--- src/rtl/mips_multicycle_ctrl.sv ---
// Multi-cycle MIPS control FSM: sequences FETCH/DECODE/EXEC/MEM/WB over a
// shared memory port and counts retired instructions; illegal ops may trap.
// Ports:
//   in:  clk, reset (async, active-low), opcode, funct, zero, mem_ready
//   out: mem_req, mem_we, IorD, IRWrite, PCWrite, PCWriteCond, PCSrc,
//        ALUSrcA, ALUSrcB, ALUOp, RegWrite, RegDst, MemToReg,
//        state, trap, retired
module mips_multicycle_ctrl #(
  parameter int CNT_W           = 32,
  parameter bit TRAP_ON_ILLEGAL = 1'b1
) (
  input  logic             clk,
  input  logic             reset,
  input  logic [5:0]       opcode,
  input  logic [5:0]       funct,
  input  logic             zero,
  input  logic             mem_ready,
  output logic             mem_req,
  output logic             mem_we,
  output logic             IorD,
  output logic             IRWrite,
  output logic             PCWrite,
  output logic             PCWriteCond,
  output logic             PCSrc,
  output logic             ALUSrcA,
  output logic [1:0]       ALUSrcB,
  output logic [2:0]       ALUOp,
  output logic             RegWrite,
  output logic [1:0]       RegDst,
  output logic             MemToReg,
  output logic [2:0]       state,
  output logic             trap,
  output logic [CNT_W-1:0] retired
);

  typedef enum logic [2:0] {
    S_FETCH  = 3'd0,
    S_DECODE = 3'd1,
    S_EXEC   = 3'd2,
    S_MEM    = 3'd3,
    S_WB     = 3'd4,
    S_TRAP   = 3'd5
  } state_e;

  localparam logic [5:0] OP_R      = 6'h00;
  localparam logic [5:0] OP_BEQ    = 6'h04;
  localparam logic [5:0] OP_ADDI   = 6'h08;
  localparam logic [5:0] OP_LW     = 6'h23;
  localparam logic [5:0] OP_SW     = 6'h2b;
  localparam logic [5:0] OP_SWPLUS = 6'h3b;

  localparam logic [2:0] ALU_ADD = 3'd2;
  localparam logic [2:0] ALU_SUB = 3'd3;
  localparam logic [2:0] ALU_AND = 3'd4;
  localparam logic [2:0] ALU_OR  = 3'd5;
  localparam logic [2:0] ALU_NOR = 3'd6;
  localparam logic [2:0] ALU_XOR = 3'd7;

  state_e           state_q, state_d;
  logic [CNT_W-1:0] retired_q, retired_d;
  logic             retire;

  logic is_r, is_beq, is_addi, is_lw, is_sw, is_swplus;
  logic is_mem, f_legal, legal;
  logic [2:0] r_aluop;

  assign is_r      = (opcode == OP_R);
  assign is_beq    = (opcode == OP_BEQ);
  assign is_addi   = (opcode == OP_ADDI);
  assign is_lw     = (opcode == OP_LW);
  assign is_sw     = (opcode == OP_SW);
  assign is_swplus = (opcode == OP_SWPLUS);
  assign is_mem    = is_lw | is_sw | is_swplus;

  always_comb begin
    r_aluop = ALU_ADD;
    f_legal = 1'b1;
    unique case (1'b1)
      (funct == 6'h20): r_aluop = ALU_ADD;
      (funct == 6'h22): r_aluop = ALU_SUB;
      (funct == 6'h24): r_aluop = ALU_AND;
      (funct == 6'h25): r_aluop = ALU_OR;
      (funct == 6'h26): r_aluop = ALU_XOR;
      (funct == 6'h27): r_aluop = ALU_NOR;
      default:          f_legal = 1'b0;
    endcase
  end

  assign legal = (is_r & f_legal) | is_beq | is_addi | is_mem;

  always_comb begin
    state_d = state_q;
    retire  = 1'b0;
    unique case (state_q)
      S_FETCH:
        if (mem_ready) state_d = S_DECODE;
      S_DECODE:
        if (legal)                state_d = S_EXEC;
        else if (TRAP_ON_ILLEGAL) state_d = S_TRAP;
        else                      state_d = S_FETCH;
      S_EXEC:
        if (is_beq) begin
          retire  = 1'b1;
          state_d = S_FETCH;
        end else if (is_mem) begin
          state_d = S_MEM;
        end else begin
          state_d = S_WB;
        end
      S_MEM:
        if (mem_ready) begin
          if (is_sw) begin
            retire  = 1'b1;
            state_d = S_FETCH;
          end else begin
            state_d = S_WB;
          end
        end
      S_WB: begin
        retire  = 1'b1;
        state_d = S_FETCH;
      end
      S_TRAP:  state_d = S_TRAP;
      default: state_d = S_FETCH;
    endcase
  end

  assign retired_d = retired_q + {{(CNT_W-1){1'b0}}, retire};

  always_ff @(posedge clk or negedge reset) begin
    if (!reset) begin
      state_q   <= S_FETCH;
      retired_q <= '0;
    end else begin
      state_q   <= state_d;
      retired_q <= retired_d;
    end
  end

  // Outputs are forced to defaults while reset is low so a pending memory
  // request is withdrawn in the same cycle reset asserts.
  always_comb begin
    mem_req     = 1'b0;
    mem_we      = 1'b0;
    IorD        = 1'b0;
    IRWrite     = 1'b0;
    PCWrite     = 1'b0;
    PCWriteCond = 1'b0;
    PCSrc       = 1'b0;
    ALUSrcA     = 1'b0;
    ALUSrcB     = 2'd0;
    ALUOp       = ALU_ADD;
    RegWrite    = 1'b0;
    RegDst      = 2'd0;
    MemToReg    = 1'b0;
    if (reset) begin
      unique case (state_q)
        S_FETCH: begin
          mem_req = 1'b1;
          ALUSrcB = 2'd1;
          IRWrite = mem_ready;
          PCWrite = mem_ready;
        end
        S_DECODE: ALUSrcB = 2'd3;
        S_EXEC: begin
          ALUSrcA = 1'b1;
          if (is_r) begin
            ALUOp = r_aluop;
          end else if (is_beq) begin
            ALUOp       = ALU_SUB;
            PCWriteCond = 1'b1;
            PCSrc       = 1'b1;
          end else begin
            ALUSrcB = 2'd2;
          end
        end
        S_MEM: begin
          mem_req  = 1'b1;
          IorD     = 1'b1;
          mem_we   = is_sw | is_swplus;
          RegWrite = is_lw & mem_ready;
        end
        S_WB: begin
          RegWrite = 1'b1;
          if (is_r)           RegDst = 2'd1;
          else if (is_swplus) RegDst = 2'd2;
          MemToReg = is_lw;
        end
        S_TRAP:  ;
        default: ;
      endcase
    end
  end

  assign state   = state_q;
  assign trap    = (state_q == S_TRAP);
  assign retired = retired_q;

endmodule

--- config.mk ---
export PLATFORM = sky130hd
export DESIGN_NAME = mips_multicycle_ctrl
export DESIGN_NICKNAME = d
export VERILOG_FILES = /design/src/rtl/mips_multicycle_ctrl.sv
export SDC_FILE = /design/constraint.sdc
export NUM_CORES = 1
export LEC_CHECK = 0
export BUFFER_PORTS_ARGS = -buffer_cell sky130_fd_sc_hd__buf_2
export CORE_MARGIN = 10
export CORE_UTILIZATION = 30
export CTS_BUF_LIST = sky130_fd_sc_hd__clkbuf_4
export CTS_CLUSTER_SIZE = 14
export DETAILED_ROUTE_END_ITERATION = 7
export PLACE_DENSITY = 0.55
export SYNTH_ARGS = -nofsm -noshare
export SYNTH_HDL_FRONTEND = slang
export SYNTH_SLANG_ARGS = --single-unit
export TNS_END_PERCENT = 50
--- constraint.sdc ---
create_clock -name clk -period 5.3 [get_ports clk]
set_input_delay 0.795 -clock clk [delete_from_list [all_inputs] [get_ports clk]]
set_output_delay 0.795 -clock clk [all_outputs]
set_load 0.1 [all_outputs]
==> impl_metrics.ini <==
[logic_synthesis]
ys_types = 40
synth_seq_cells = 35
syn_inst = 202
post-synth-top-area-cell = dfrtp_1
ys_warn_count = 0
netlist_area_um2 = 1920
syn_nets = 220
synth_top_area_share_pct = 45.6
synthTopCellsByArea = dfrtp_1 (46%), xnor2_1 (8.2%), xor2_1 (5.5%), nor4_1 (4.2%), nor2_1 (3.5%)
syn_avg_cell_area_um2 = 9.51
synth_seq_area_share_pct = 45.6

[global_routing]
antenna_found_initial = 0
first_global_vias = 1759
grt_max_degree = 30
grt_pass1_wl_um = 8570
grt_overflow_total = 0
grt.total_usage_pct = 10.3

[setup_path]
cp-start-kind = input pin
crit_slowest_cell = nor4_1
end_kind = flop
worst-endpoint-required_ns = 5.53
worstSetupPathType = in -> reg
slowest_delay_ns = 0.73
path_cells = buf_2, or4_1, nor3b_1, a22oi_1, o22ai_1, ha_1, nand3_1, nor4_1, nand4_1, xnor2_1
cp.arrival_ns = 3.74
cp_max_fo = 6

[cells_and_area]
n_fill_cell = 650
drive_gt1_share_pct = 30.3
diodes = 0
layout_common_cells = buf_2 (67), dfrtp_1 (35), xnor2_1 (18), nor2_1 (18), nand2_1 (15)
finalNetCount = 288
area_growth_syn_to_layout_pct = 23.9
final_common_cell = buf_2
fin_util_pct = 37.9

[timing]
worst_pin_slew_ns = 0.809
maxSlewViolCount = 0
period_share_pct = 66.2
clock.fmax_mhz = 285
slew_headroom_pct = 45.6
setup_tns_ns = 0
finalClockSkew_ns = 0.00760
rsz0062_at_grt = no
post-route-min-period_ns = 3.51
setup_viol = 0
hold_violations = 0

[clock_tree]
root_buffer = clkbuf_4
post_cts_buffers = 0
cts_tree = built
cts_buffers = 5
post_cts_resized = 0
clk_path_buf_depth = 2
htree_num_levels = 2
clkSinkCount = 35
cts_hold_buf = 0
clk_pin_slew_ns = 0.10
clock_latency_ns = 0.34

[pwr]
max-vdd-ir-drop_v = 0.0000837
power.density_nw_per_um2 = 180
p_leak_nw = 1.19

[hold_path]
worstHoldPathType = in -> async

[die]
rows = 29
die_h_um = 100
core_um2 = 6280
die_w_um = 100
die_area_um2 = 10000
floorplan.initialDensity_pct = 30.6
io_pins = 69

[routing]
drt_iter0_drc = 52
dr.pass1.iters = 4
vias = 1708
vias_per_cell = 4.91
routedWlPerCell_um = 14.3
ant_nets = 0
wl_um = 4980
drc = 0

[outcome]
status = finished, final reports clean

[placement]
gp_congestion = 0.798
hpwl_um = 3900
io_buffers = 67

[flow_run]
drv_cap = 0
-- path summary, 6_finish.rpt --
kind                                       start                     to  slack (ns)  cells after the start
max                                    opcode[0]  retired[23]$_DFF_PN0_        1.79                     10
min                                        reset   state[1]$_DFFE_PN0P_        0.30                      1
max reg2reg                 state[0]$_DFFE_PN0P_  retired[23]$_DFF_PN0_        2.68                      8
min reg2reg                retired[31]$_DFF_PN0_  retired[31]$_DFF_PN0_        0.47                      1
max in group asynchronous                  reset   retired[5]$_DFF_PN0_        4.38                      2
min in group clk           retired[31]$_DFF_PN0_  retired[31]$_DFF_PN0_        0.47                      1
-- per-stage QoR --
stage | hold WS [ns] | power (mW) | area, um2 | cells | worst slack [ns]
2_1_floorplan | 0.499 | 0.279 | 1920 | 202 | -0.0467
5_1_grt | 0.286 | 0.455 | 2380 | 348 | 1.40
6_report | 0.300 | 0.429 | 2380 | 348 | 1.79
3_3_place_gp | 0.454 | 0.293 | 2330 | 340 | 1.40
4_1_cts | 0.296 | 0.438 | 2380 | 348 | 1.74
3_5_place_dp | 0.456 | 0.293 | 2330 | 340 | 1.35
-- sequential cells by signal (all words and copies together) (netlist names) --
name	flops
state	3
retired	32
-- cell families (layout without fill, tap and decap cells) --
logic type / Yosys count / count (layout) / synth area share (%)
simple gates: 102 / 102 / 29.4
flops: 35 / 35 / 45.6
xor+xnor: 30 / 30 / 13.7
compound gates: 17 / 17 / 6.32
buf+inv: 16 / 85 / 3.65
fa+ha+maj: 2 / 2 / 1.30
-- routing by layer --
layer	share of wire (%)	routed length, um	GRT usage, %	vias up
li1	-	-	-	854
met1	45	2260	13.4	809
met2	47	2350	15.4	40
met3	6.5	326	3.57	5
met4	0.84	42	3.80	0
met5	0	0	0	-
-- worst max-delay path, delay by kind of cell --
family / cells / cell delay, ns
XOR/XNOR: 1 / 0.17
adder cells (fa/ha/maj): 1 / 0.20
AO/OA/AOI/OAI: 2 / 0.33
buffers and inverters: 1 / 0.10
AND/OR/NAND/NOR: 5 / 2.14
-- Yosys cell counts --
library cell	n
or3b_2	1
xnor2_1	18
nor2_1	18
or3_1	2
nand2_1	15
o22ai_1	1
ha_1	2
o32ai_1	1
or4_1	2
a21oi_1	2
o21ai_0	5
o311ai_0	1
nand3_1	12
and2_1	4
xor2_1	12
buf_4	2
and3_1	4
nand3b_1	1
nor3b_1	1
a2111oi_2	1
buf_2	2
nor3_1	5
nand4b_1	1
a22oi_1	1
o21a_1	2
nand4_2	1
or2_2	2
o211ai_1	1
and4_1	1
nor2b_1	4
inv_1	8
nand2b_1	5
nand4_1	8
a211o_1	1
and3_2	1
nor4_1	13
o41ai_1	1
dfrtp_1	35
nand3_4	1
clkbuf_1	4
-- where the power goes --
part           total (mW)  switching, mW  leakage (nW)  internal (mW)
Sequential          0.267              0         0.463          0.267
Clock               0.141         0.0872        0.0307         0.0543
Combinational      0.0202         0.0132         0.698        0.00703
-- final cells by class --
| class | instances | area, um2 | area share (%) |
|---|---|---|---|
| clock inverter | 2 | 7.51 | 0.315 |
| clock buffer | 6 | 45.0 | 1.89 |
| multi-input combinational | 151 | 975 | 41.0 |
| tap | 77 | 96.3 | 4.05 |
| timing repair buffer | 69 | 350 | 14.7 |
| sequential | 35 | 876 | 36.8 |
| inverter | 8 | 30.0 | 1.26 |
Power figures use the tool's default switching activity.
